[config.mk]
export PLATFORM = sky130hd
export DESIGN_NAME = rv32i_lsu
export DESIGN_NICKNAME = d
export VERILOG_FILES = /design/src/rtl/rv32i_lsu.sv
export SDC_FILE = /design/constraint.sdc
export NUM_CORES = 1
export LEC_CHECK = 0
export CAP_MARGIN = 20
export CORE_MARGIN = 3
export CORE_UTILIZATION = 41
export CTS_BUF_LIST = sky130_fd_sc_hd__clkbuf_4
export DETAILED_ROUTE_END_ITERATION = 16
export PLACE_DENSITY_LB_ADDON = 0.08
export SLEW_MARGIN = 20
export SYNTH_ARGS = -nofsm -noshare
export SYNTH_HDL_FRONTEND = slang
export SYNTH_SLANG_ARGS = --single-unit
[constraint.sdc]
create_clock -name LOGISIM_CLOCK_TREE_0 -period 1.85 [get_ports LOGISIM_CLOCK_TREE_0]
set_input_delay 0.37 -clock LOGISIM_CLOCK_TREE_0 [delete_from_list [all_inputs] [get_ports LOGISIM_CLOCK_TREE_0]]
set_output_delay 0.37 -clock LOGISIM_CLOCK_TREE_0 [all_outputs]
set_load 0.05 [all_outputs]
[src/rtl/rv32i_lsu.sv]
// RV32I load/store unit: one data-bus transaction per load/store, with alignment,
// size-code and timeout checking, and extended load data returned to writeback.
module rv32i_lsu #(
    parameter int unsigned TIMEOUT_CYCLES = 255
) (
    input  logic [4:0]  LOGISIM_CLOCK_TREE_0,
    input  logic        rst_n,
    input  logic        op_load,
    input  logic        op_store,
    input  logic [2:0]  funct3,
    input  logic [31:0] addr,
    input  logic [31:0] wdata,
    output logic        stall,
    output logic [31:0] rdata,
    output logic        rdata_valid,
    output logic        err,
    output logic [1:0]  err_code,
    output logic        mem_req,
    output logic        mem_we,
    output logic [31:0] mem_addr,
    output logic [3:0]  mem_be,
    output logic [31:0] mem_wdata,
    input  logic [31:0] mem_rdata,
    input  logic        mem_ack
);
    typedef enum logic [1:0] {IDLE, REQ, DONE, FAULT} state_t;

    localparam logic [7:0] TIMEOUT_LIMIT = 8'(TIMEOUT_CYCLES);

    logic clk;
    logic unused_clk_bits;
    assign clk             = LOGISIM_CLOCK_TREE_0[4];
    assign unused_clk_bits = ^LOGISIM_CLOCK_TREE_0[3:0];

    state_t      state;
    logic [7:0]  wait_cnt;
    logic        is_load;
    logic [2:0]  f3_q;
    logic [1:0]  off_q;

    logic        request;
    logic        illegal;
    logic        misaligned;
    logic [3:0]  be_next;
    logic [31:0] wdata_next;
    logic [31:0] shifted;
    logic [31:0] load_value;

    always_comb begin
        request    = op_load | op_store;
        illegal    = (op_load & op_store) | (funct3 == 3'b011) |
                     (funct3[2:1] == 2'b11) | (op_store & funct3[2]);
        misaligned = ((funct3[1:0] == 2'b01) & addr[0]) |
                     ((funct3[1:0] == 2'b10) & (addr[1:0] != 2'b00));
        case (funct3[1:0])
            2'b00: begin
                be_next    = 4'b0001 << addr[1:0];
                wdata_next = {4{wdata[7:0]}};
            end
            2'b01: begin
                be_next    = 4'b0011 << addr[1:0];
                wdata_next = {2{wdata[15:0]}};
            end
            default: begin
                be_next    = 4'b1111;
                wdata_next = wdata;
            end
        endcase
    end

    // Load lane is selected by the registered byte offset, not the live address.
    always_comb begin
        shifted = mem_rdata >> {off_q, 3'b000};
        case (f3_q)
            3'b000:  load_value = {{24{shifted[7]}}, shifted[7:0]};
            3'b001:  load_value = {{16{shifted[15]}}, shifted[15:0]};
            3'b100:  load_value = {24'd0, shifted[7:0]};
            3'b101:  load_value = {16'd0, shifted[15:0]};
            default: load_value = shifted;
        endcase
    end

    assign stall = (state == REQ) | ((state == IDLE) & request);

    always_ff @(posedge clk or negedge rst_n) begin
        if (!rst_n) begin
            state       <= IDLE;
            wait_cnt    <= '0;
            is_load     <= 1'b0;
            f3_q        <= '0;
            off_q       <= '0;
            rdata       <= '0;
            rdata_valid <= 1'b0;
            err         <= 1'b0;
            err_code    <= '0;
            mem_req     <= 1'b0;
            mem_we      <= 1'b0;
            mem_addr    <= '0;
            mem_be      <= '0;
            mem_wdata   <= '0;
        end else begin
            rdata_valid <= 1'b0;
            err         <= 1'b0;
            case (state)
                IDLE: begin
                    if (request) begin
                        f3_q    <= funct3;
                        off_q   <= addr[1:0];
                        is_load <= op_load;
                        if (illegal) begin
                            state    <= FAULT;
                            err      <= 1'b1;
                            err_code <= 2'b11;
                        end else if (misaligned) begin
                            state    <= FAULT;
                            err      <= 1'b1;
                            err_code <= 2'b01;
                        end else begin
                            state     <= REQ;
                            wait_cnt  <= '0;
                            mem_req   <= 1'b1;
                            mem_we    <= op_store;
                            mem_addr  <= {addr[31:2], 2'b00};
                            mem_be    <= be_next;
                            mem_wdata <= wdata_next;
                        end
                    end
                end
                REQ: begin
                    if (mem_ack) begin
                        state   <= DONE;
                        mem_req <= 1'b0;
                        mem_we  <= 1'b0;
                        mem_be  <= '0;
                        if (is_load) begin
                            rdata       <= load_value;
                            rdata_valid <= 1'b1;
                        end
                    end else if (wait_cnt + 8'd1 == TIMEOUT_LIMIT) begin
                        state    <= FAULT;
                        mem_req  <= 1'b0;
                        mem_we   <= 1'b0;
                        mem_be   <= '0;
                        err      <= 1'b1;
                        err_code <= 2'b10;
                    end else begin
                        wait_cnt <= wait_cnt + 8'd1;
                    end
                end
                DONE:    state <= IDLE;
                FAULT:   state <= IDLE;
                default: state <= IDLE;
            endcase
        end
    end
endmodule

==> impl_results.md, run 1 <==
- Htree depth: 4
- Seq. cell area: between 3000 and 4000 sq um
- Core area: between 10,000 and 15,000 sq um
- CP startpoint kind: register
- Synth async-reset ratio: 100.0%
- Area contributors post-synth: dfrtp_1 (53%), nand2_1 (12%), mux2i_1 (8.1%), o21ai_0 (3.7%), o22a_1 (2.9%)
- Largest net degree at the start of global routing: between 80 and 90
- Final worst path period need: between 1.5 and 2 ns
- Syn Area/Cell: 9.373 sq um
- DRC: 0
- CTS buffer count: 17
- # port buffers: 208
- IO Count: between 200 and 250
- Vias in the first global route: just over 5,000
- WL/cell: around 16 um
- Hold EP: mem_addr[30]
- Synth-to-layout area growth: 48.37%
- Failing checks: negative setup slack
- RSZ-0062 raised after global routing: true
- Clock root cell: clkbuf_4
- Final hold vios: 0
- Cell taking the most area after synthesis: dfrtp_1
- First-pass GRT wire length: about 25,000 um
- Top cell type's share of synthesized area: a little over half
- GRT Residual Overflow: 0
- Drt total wl: between 15,000 and 20,000 um
- Post-Layout Cell Count: approximately 1,000
- Vias: about 5,200
- Hold path cells: 3
- Clk slew on worst S/H paths: about 0.12 ns
- R2R cell count: 7
- ANT nets after route: 0
- Overall Global Routing Usage: between 20% and 30%
- Initial Utilization: a little over two fifths
- Clk_skew: about 0.019 ns
- Area after DPL: 7994 sq um
- Status: finished with violations
- Share of layout cells above drive strength 1: between 20% and 30%
- Worst Path Required: roughly 2.3 ns
- Design area: 8413 sq um
- Die W: 123.6 um
- HP Class: input port to register
- Fin util: a little over three fifths
- Final RePlAce weighted congestion: 0.8565
- Final HPWL from detailed placement: approximately 12,000 um
- Cell Pwr Density: about 1900 nW/um^2
- Rows: 42
- Post-synthesis cell type count: 48
- Die height: about 120 um
- Yosys warns: 0
- Peak VDD IR: 0.001105 V
- Predominant post-synthesis flop cell: dfrtp_1
- Crit path arrival time: around 2.3 ns
- Setup violators final: 3
- Placed Instances: ~1,000
- Min-Delay Startpoint: addr[30]
- Period utilization: 101.6%
- Area of the multi-input gates: 2526 sq um
- Max-slew violations: 0
- Maxcap violations: 0
- DIE AREA: 15,280 sq um
- Post-synthesis cell count: just over 600
- Total leakage power: approximately 4.1 nW
- CTS sink cnt: 120
- R2R setup slack: -0.03 ns
- Mux contribution to synthesized area: a little under a tenth
- Reg2reg start: wait_cnt[0]
- Worst-Margin Slew: about 0.53 ns
- Crit path from: wait_cnt[0]
- Largest family of logic cells by synthesized area: simple AND/OR/NAND/NOR gates
- Fin worst setup slack: -0.02977 ns
- Max Freq: around 530 MHz
- Final net count: about 960
- CP Capture Type: register
- Clk buf depth: 2
- Vias per std cell: ~5.0
- Seq/Total Area, Yosys: 52.96%
- Fill cells: roughly 1,100
- Worst r2r dst: mem_we
- Synth Area in Compound Gates: between 10% and 20%
- CP max FO: 7
- Synth Area in Simple Gates: approximately a fifth
- First-pass detailed-route iteration total: 4
- Critical path class: register to register
- Post-synthesis xor/xnor area fraction: less than 1%
- Synthesized flop and latch total: 120
- Worst-skew pair later-pin latency: 0.53 ns
- Adder-cell share of the synthesized area: less than 1%
- DRT iter0 DRCs: around 270
- CTS tree: built
- Slew headroom: around two thirds
- Initial antenna violation count: 0
- Number of synthesized flops with an enable pin: 0
- Total power: 15.91 mW
- Synthesized area: roughly 5700 sq um
- Final antenna diode count: 0
timing repair:
action	in CTS	in global routing
gates cloned	0	1
buffers inserted	3	3
pin swaps	4	3
hold buffers	1	0
hold endpoints to repair	35	0
endpoints found under the setup margin	9	30
resized for setup	9	5
registers in the layout, indices dropped and copies added, names as in the netlist:
name,count
mem_wdata,32
is_load,1
off_q,2
mem_addr,30
mem_we,1
wait_cnt,8
f3_q,3
mem_be,4
mem_req,1
err_code,2
rdata,32
state,2
err,1
rdata_valid,1
layout by cell type, fill, tap and decap left out, drive strengths merged, types with 3 or more instances in the layout:
master         instances
nor3                   3
o211ai                 8
o21ai                 46
inv                    5
mux2i                 46
nand3                  5
nor2b                  4
nor2                  42
nand2b                 5
nand2                188
clkbuf                18
o21a                  11
dfrtp                120
buf                  159
a21oi                 22
mux2                   7
and2                   8
bufinv                 3
clkdlybuf4s50        101
clkinv                 9
o22a                  19
report_power, final:
part / total [mW] / internal [mW] / switching, mW
logic: 9.25 / 3.10 / 6.15
clock network: 2.01 / 0.942 / 1.07
registers: 4.65 / 3.83 / 0.828
metrics by stage:
stage	setup TNS, ns	worst slack (ns)	hold slack (ns)
2_1_floorplan	-0.01867	-0.01103	0.07441
4_1_cts	-0.1135	-0.04961	0.2856
3_3_place_gp	-21.49	-0.3352	0.3821
6_report	-0.07637	-0.02977	0.3445
3_5_place_dp	-26.26	-0.3513	0.3876
5_1_grt	-0.7705	-0.1339	0.2779
synthesized netlist by cell type (5+ instances only):
cell type  number
o21ai_0        42
clkbuf_1       21
buf_2           7
o211ai_1        7
nand2_1       188
mux2i_1        46
dfrtp_1       120
o21a_1         11
buf_4           6
a21oi_1        22
nand2b_1        5
mux2_2          7
nor2_1         41
o22a_1         19
and2_1          8
metal layers:
metal | vias to the layer above | part of all wire [%] | global-route usage (%)
li1 | 2534 | - | -
met4 | 0 | 0.82 | 5.675
met2 | 180 | 49 | 34.64
met5 | - | 0 | 0
met1 | 2485 | 42 | 26.71
met3 | 10 | 8.2 | 8.492
worst max-delay path by stage:
stage / endpoint / depth (start not counted)
floorplan: mem_be[0] / 6
global placement: wait_cnt[6] / 7
detailed placement: mem_we / 7
CTS: mem_we / 7
global route: mem_be[0] / 7
finish: mem_we / 7
layout make-up:
| type | count | share of cell area [%] |
|---|---|---|
| clock buffers | 17 | 1.517 |
| inverters | 4 | 0.2082 |
| repair buffers | 264 | 27.83 |
| multi-input cells | 445 | 30.03 |
| flip-flops and latches | 120 | 35.69 |
| clock inverters | 15 | 2.112 |
| well taps | 176 | 2.617 |
critical path: stages, from the launching register on:
cell	delay [ns]
dfrtp_1	0.43
ha_4	0.19
nand3_4	0.07
or3_4	0.35
a211oi_4	0.21
buf_6	0.17
o211ai_4	0.11
a32o_1	0.23
cells by family (layout without fill, tap and decap cells):
group | Yosys count | after routing
compound gates | 123 | 123
flops | 120 | 120
buf+inv | 41 | 300
xor+xnor | 2 | 2
other cells | 1 | 2
fa+ha+maj | 2 | 2
mux | 53 | 53
simple gates | 263 | 263
Note: power is estimated with default switching activity, not from simulation.
==> run 2: changes to the inputs <==
CELL_PAD_IN_SITES_DETAIL_PLACEMENT = 0   (was not set)
CELL_PAD_IN_SITES_GLOBAL_PLACEMENT = 1   (was not set)
CORE_ASPECT_RATIO = 0.7   (was not set)
CORE_UTILIZATION = 30   (was 41)
GPL_TIMING_DRIVEN = 0   (was not set)
==> impl_results.md, run 2 (synthesis results as in run 1) <==
- Final hold vios: 0 (unchanged)
- Setup_tns: -0.04600 ns (+0.03037 ns)
- Fill cells: 1,819 (+60%)
- Status: finished with violations
- CTS buffer count: 17 (unchanged)
- Top flop regs: mem_wdata x32, rdata x32, mem_addr x30
- Slowest CP cell: dfrtp_2
- Failing checks: negative setup slack
- Clock power frac: 12.6% (about the same)
- Final antenna diode count: 0 (unchanged)
- Sequential share of power: 29.5% (+0.2 points)
- ANT nets after route: 0 (unchanged)
- CP top delay family: flip-flops
- Drt total wl: 19,090 um (+14%)
- Critical path class: register to output port
- Internal power: 7.500 mW (-4.7%)
- Maxcap violations: 0 (unchanged)
- Final net count: 958 (-0.42%)
- Rows: 41 (-2.4%)
- CP max FO: 5 (-2)
- Setup violators final: 3 (unchanged)
- CP Capture Type: output port
- Vias in the first global route: 5,294 (+3.5%)
- GRT Residual Overflow: 0 (unchanged)
- Clock root cell: clkbuf_4
- Final RePlAce weighted congestion: 0.8296 (-3.1%)
- Cell Pwr Density: 1845 nW/um^2 (-2.5%)
- First-pass GRT wire length: 29,310 um (+15%)
- Slew headroom: 45.17% (-20 points)
- Combinational power share: 57.9% (-0.2 points)
- Initial antenna violation count: 0 (unchanged)
- Worst-skew pair later-pin latency: 0.53 ns (about the same)
- Clk buf depth: 2 (unchanged)
- Die height: 121.0 um (-2.1%)
- Crit path arrival time: 1.50 ns (-0.79 ns)
- Vias: 5,221 (+0.23%)
- Worst-Margin Slew: 0.8225 ns (+0.2934 ns)
- Max Freq: 533.5 MHz (+0.29%)
- RSZ-0062 raised after global routing: true
- Commonest non-fill, non-tap cells in the layout: nand2_1 (187), dfrtp_1 (116), clkdlybuf4s50_1 (97)
- CTS tree: built
- Final HPWL from detailed placement: 14,040 um (+17%)
- Net switching power figure: 8.189 mW (+1.8%)
- Fin worst setup slack: -0.02441 ns (+0.005361 ns)
- Die W: 170.3 um (+38%)
- Commonest non-fill, non-tap cell in the layout: nand2_1
- Largest stage delay, worst path: 0.44 ns (about the same)
- CP Buf/Inv Count: 2 (+1)
- Core area: 18,260 sq um (+36%)
- Final worst path period need: 1.874 ns (-0.005361 ns)
- Share of layout cells above drive strength 1: 23.00% (-1.7 points)
- WL/cell: 17.40 um (+8.3%)
- IO Count: 215 (unchanged)
- Clk_skew: 0.01417 ns (-0.004880 ns)
- R2R setup slack: -0.01 ns (+0.02 ns)
- Total power: 15.69 mW (-1.4%)
- Period utilization: 101.3% (-0.29 points)
- First-pass detailed-route iteration total: 4 (unchanged)
- Total leakage power: 3.928 nW (-3.3%)
- Worst Path Required: 1.48 ns (-0.78 ns)
- Max-slew violations: 0 (unchanged)
- DRT iter0 DRCs: 288 (+5.1%)
- Sw frac: 52.19% (+1.7 points)
- CTS sink cnt: 120 (unchanged)
- Htree depth: 4 (unchanged)
- Vias per std cell: 4.759 (-4.9%)
- DRC: 0 (unchanged)
- # port buffers: 204 (-1.9%)
- Initial Utilization: 31.05% (-11 points)
- Clk slew on worst S/H paths: 0.11 ns (about the same)
- Synth-to-layout area growth: 50.00%
- Overall Global Routing Usage: 18.43% (-3.0 points)
- Peak VDD IR: 0.0008768 V (-21%)
- DIE AREA: 20,610 sq um (+35%)
- HP Class: input port to register
- CP startpoint kind: register
- Largest net degree at the start of global routing: 65 (-25%)
- Critical-path cell list: nor3_2 -> or2_4 -> inv_4 -> buf_8
## run 2: cell count changes in the layout (fill, tap and decap cells not counted), sizes merged
cell | previous run | this run
clkdlybuf4s15 | 1 | 56
clkdlybuf4s50 | 101 | 97
clkbuf | 18 | 88
buf | 159 | 35
clkinvlp | 2 | 3
inv | 5 | 3
## run 2: per-layer routing
metal	wire length, um	up-vias	global-route usage [%]
met1	9425	2516	27.24
li1	-	2528	-
met3	1373	13	5.275
met2	8119	164	26.56
met4	173	0	4.458
met5	0	-	0
## run 2: repair_timing
action	4_1_cts	5_1_grt
resized for setup	275	90
hold buffers	1	0
endpoints found under the setup margin	213	148
endpoints found under the hold margin	56	0
pin swaps	5	11
setup buffers	12	6
## run 2: worst min-delay path, cell delays in order
cell	delay [ns]
clkbuf_1	0.21
nand2_1	0.11
a22o_1	0.11
## run 2: area by class of cell
class	count	area [sq um]	share of cell area, %
flip-flops and latches	120	3008	35.36
multi-input cells	445	2658	31.24
repair buffers	223	2027	23.83
well taps	236	295.3	3.472
plain buffers	37	206.4	2.427
clock inverters	14	157.7	1.853
clock buffers	18	135.1	1.589
inverters	4	18.77	0.2207
## run 2: final timing paths
path | start | endpoint | cells after the start
setup reg to reg | wait_cnt[0] | mem_we | 7
setup / recovery | state[0] | stall | 4
hold reg to reg | mem_addr[5] | mem_addr[5] | 2
min in group asynchronous | rst_n | rdata[28] | 2
hold / removal | op_store | is_load | 3
max in group asynchronous | rst_n | mem_wdata[12] | 3
## run 2: power by group through the flow
stage / combinational, mW / sequential (mW) / clock (mW)
2_1_floorplan: 2.40 / 8.27 / 0
3_3_place_gp: 9.33 / 4.61 / 0
3_5_place_dp: 9.42 / 4.66 / 0
4_1_cts: 9.24 / 4.62 / 2.06
5_1_grt: 9.65 / 4.78 / 2.17
6_report: 9.08 / 4.63 / 1.98
## run 2: stage by stage
step	hold WS, ns	utilization [%]	std cells	setup slack (ns)	area (sq um)
2_1_floorplan	0.07441	-	606	-0.01103	5687
3_3_place_gp	0.4590	43.94	1046	-4.499	8024
3_5_place_dp	0.3807	44.09	1047	-0.9160	8053
6_report	0.3051	46.57	1097	-0.02441	8506
4_1_cts	0.2432	47.20	1092	-0.1030	8620
5_1_grt	0.3062	46.57	1097	-0.1320	8506
==> run 3: changes to the inputs <==
CORE_MARGIN = 2   (was 3)
==> impl_results.md, run 3 (synthesis results as in run 1) <==
- Status: finished with violations
- Failing checks: negative setup slack
- Top flop regs: mem_wdata x32, rdata x32, mem_addr x30
- Fill cells: 1,839 (+1.1%)
- CTS sink cnt: 120 (unchanged)
- Die height: 119.0 um (-1.7%)
- Worst-Margin Slew: 0.8059 ns (-0.01658 ns)
- Vias: 5,243 (+0.42%)
- Final RePlAce weighted congestion: 0.7826 (-5.7%)
- Vias in the first global route: 5,362 (+1.3%)
- Period utilization: 100.3% (-1.0 points)
- Critical path class: register to register
- Share of layout cells above drive strength 1: 22.97% (-0.027 points)
- Slew headroom: 46.27% (+1.1 points)
- CP Capture Type: register
- CTS tree: built
- Total leakage power: 3.956 nW (+0.72%)
- Reg2reg start: wait_cnt[0]
- HP Class: input port to register
- Area of the multi-input gates: 2626 sq um (-1.2%)
- Die W: 168.3 um (-1.2%)
- Drt total wl: 18,790 um (-1.6%)
- Final hold vios: 0 (unchanged)
- Fin worst setup slack: -0.005319 ns (+0.01909 ns)
- WL/cell: 17.00 um (-2.3%)
- Final HPWL from detailed placement: 13,800 um (-1.7%)
- DIE AREA: 20,030 sq um (-2.8%)
- Vias per std cell: 4.745 (-0.31%)
- CTS buffer count: 17 (unchanged)
- ANT nets after route: 0 (unchanged)
- CP max FO: 6 (+1)
- # port buffers: 204 (unchanged)
- Htree depth: 4 (unchanged)
- Initial Utilization: 30.31% (-0.74 points)
- Overall Global Routing Usage: 19.10% (+0.67 points)
- Core area: 18,710 sq um (+2.4%)
- Max-slew violations: 0 (unchanged)
- DRC: 0 (unchanged)
- Total power: 15.97 mW (+1.8%)
- Worst Path Required: 2.27 ns (+0.79 ns)
- Clk_skew: 0.007622 ns (-0.006551 ns)
- Final worst path period need: 1.855 ns (-0.01909 ns)
- Crit path arrival time: 2.28 ns (+0.78 ns)
- Crit path from: wait_cnt[0]
- RSZ-0062 raised after global routing: true
- First-pass detailed-route iteration total: 4 (unchanged)
- Commonest non-fill, non-tap cells in the layout: nand2_1 (187), dfrtp_1 (117), clkdlybuf4s50_1 (97)
- Commonest non-fill, non-tap cell in the layout: nand2_1
- Worst-skew pair later-pin latency: 0.52 ns (about the same)
- Cell Pwr Density: 1884 nW/um^2 (+2.1%)
- Final net count: 959 (+0.10%)
- Largest net degree at the start of global routing: 67 (+3.1%)
- Rows: 42 (+2.4%)
- IO Count: 215 (unchanged)
- Min-Delay Startpoint: op_store
- GRT Residual Overflow: 0 (unchanged)
- Fin util: 45.32% (-1.3 points)
- Max Freq: 539.0 MHz (+1.0%)
- Clock root cell: clkbuf_4
- Placement Setup Slack: -1.039 ns (-0.1230 ns)
- Setup violators final: 1 (-2)
- CP startpoint kind: register
- Maxcap violations: 0 (unchanged)
- Initial antenna violation count: 2 (+2)
- DRT iter0 DRCs: 310 (+7.6%)
- Peak VDD IR: 0.0009280 V (+5.8%)
- Synth-to-layout area growth: 49.51%
- Clk slew on worst S/H paths: 0.11 ns (about the same)
- First-pass GRT wire length: 29,550 um (+0.80%)
- Seq. cell area: 3007 sq um (about the same)
- Clk buf depth: 2 (unchanged)
## run 3: changes by cell type in the layout (fill, tap and decap cells not counted), moves of 2 or more
| cell | before | now |
|---|---|---|
| clkbuf_2 | 60 | 76 |
| clkdlybuf4s15_2 | 32 | 18 |
| clkdlybuf4s15_1 | 24 | 16 |
| o21ai_1 | 4 | 8 |
| buf_2 | 3 | 6 |
| bufinv_16 | 3 | 6 |
| o21ai_0 | 40 | 37 |
| buf_4 | 21 | 19 |
| buf_6 | 7 | 9 |
| buf_8 | 1 | 3 |
| clkinv_2 | 5 | 3 |
| clkinv_4 | 2 | 0 |
| dlygate4sd2_1 | 1 | 3 |
## run 3: power by group
part | leakage [nW] | switching [mW] | total (mW) | internal [mW]
registers | 1.48 | 0.791 | 4.62 | 3.83
clock network | 0.182 | 1.04 | 2.39 | 1.35
logic | 2.30 | 6.33 | 8.96 | 2.63
total | 3.96 | 8.16 | 16.0 | 7.81
## run 3: path summary, 6_finish.rpt
path	endpoint	slack (ns)	depth (start not counted)
worst max register to register	mem_be[0]	-0.005	7
max in group asynchronous	mem_addr[4]	0.72	3
min in group asynchronous	wait_cnt[6]	0.42	2
worst min register to register	mem_addr[29]	0.49	2
worst max-delay path	mem_be[0]	-0.005	7
worst min-delay path	is_load	0.30	3
## run 3: layout make-up
class	instances	share of cell area [%]
Clock inverter	14	2.701
Sequential cell	120	35.46
Inverter	4	0.2066
Timing Repair Buffer	224	22.64
Buffer	37	2.819
Tap cell	242	3.571
Multi-Input combinational cell	445	30.98
Antenna cell	1	0.02952
Clock buffer	18	1.594
## run 3: per-stage QoR
stage / hold WS, ns / std cells / setup TNS (ns) / area, sq um
final: 0.3041 / 1105 / -0.005319 / 8478
after global routing: 0.2867 / 1105 / -0.4690 / 8478
after CTS: 0.2417 / 1099 / -0.1355 / 8657
after detailed placement: 0.4380 / 1053 / -72.98 / 8063
after global placement: 0.4585 / 1052 / -609.83 / 8031
after floorplan: 0.07441 / 606 / -0.01867 / 5687
## run 3: critical path, cell delays in order, from the launching register on
cell and delay (ns):
dfrtp_2 0.42, ha_4 0.16, nand3_4 0.07, or3_4 0.36
a211oi_4 0.25, buf_12 0.16, o211ai_4 0.11, a22o_1 0.23
## run 3: metal layers
metal / part of all wire (%) / GRT usage, % / up-vias
met3: 8.4 / 7.046 / 18
met2: 45 / 30.07 / 158
met5: 0.059 / 0 / -
met4: 1.2 / 5.172 / 2
met1: 45 / 24.84 / 2534
li1: - / - / 2531
## run 3: timing repair
item | CTS | global route
hold endpoints to repair | 65 | 0
pin swaps | 7 | 8
gates cloned | 0 | 1
buffers inserted | 13 | 4
hold buffers | 1 | 0
gates resized for setup | 233 | 143
setup endpoints to repair | 214 | 182
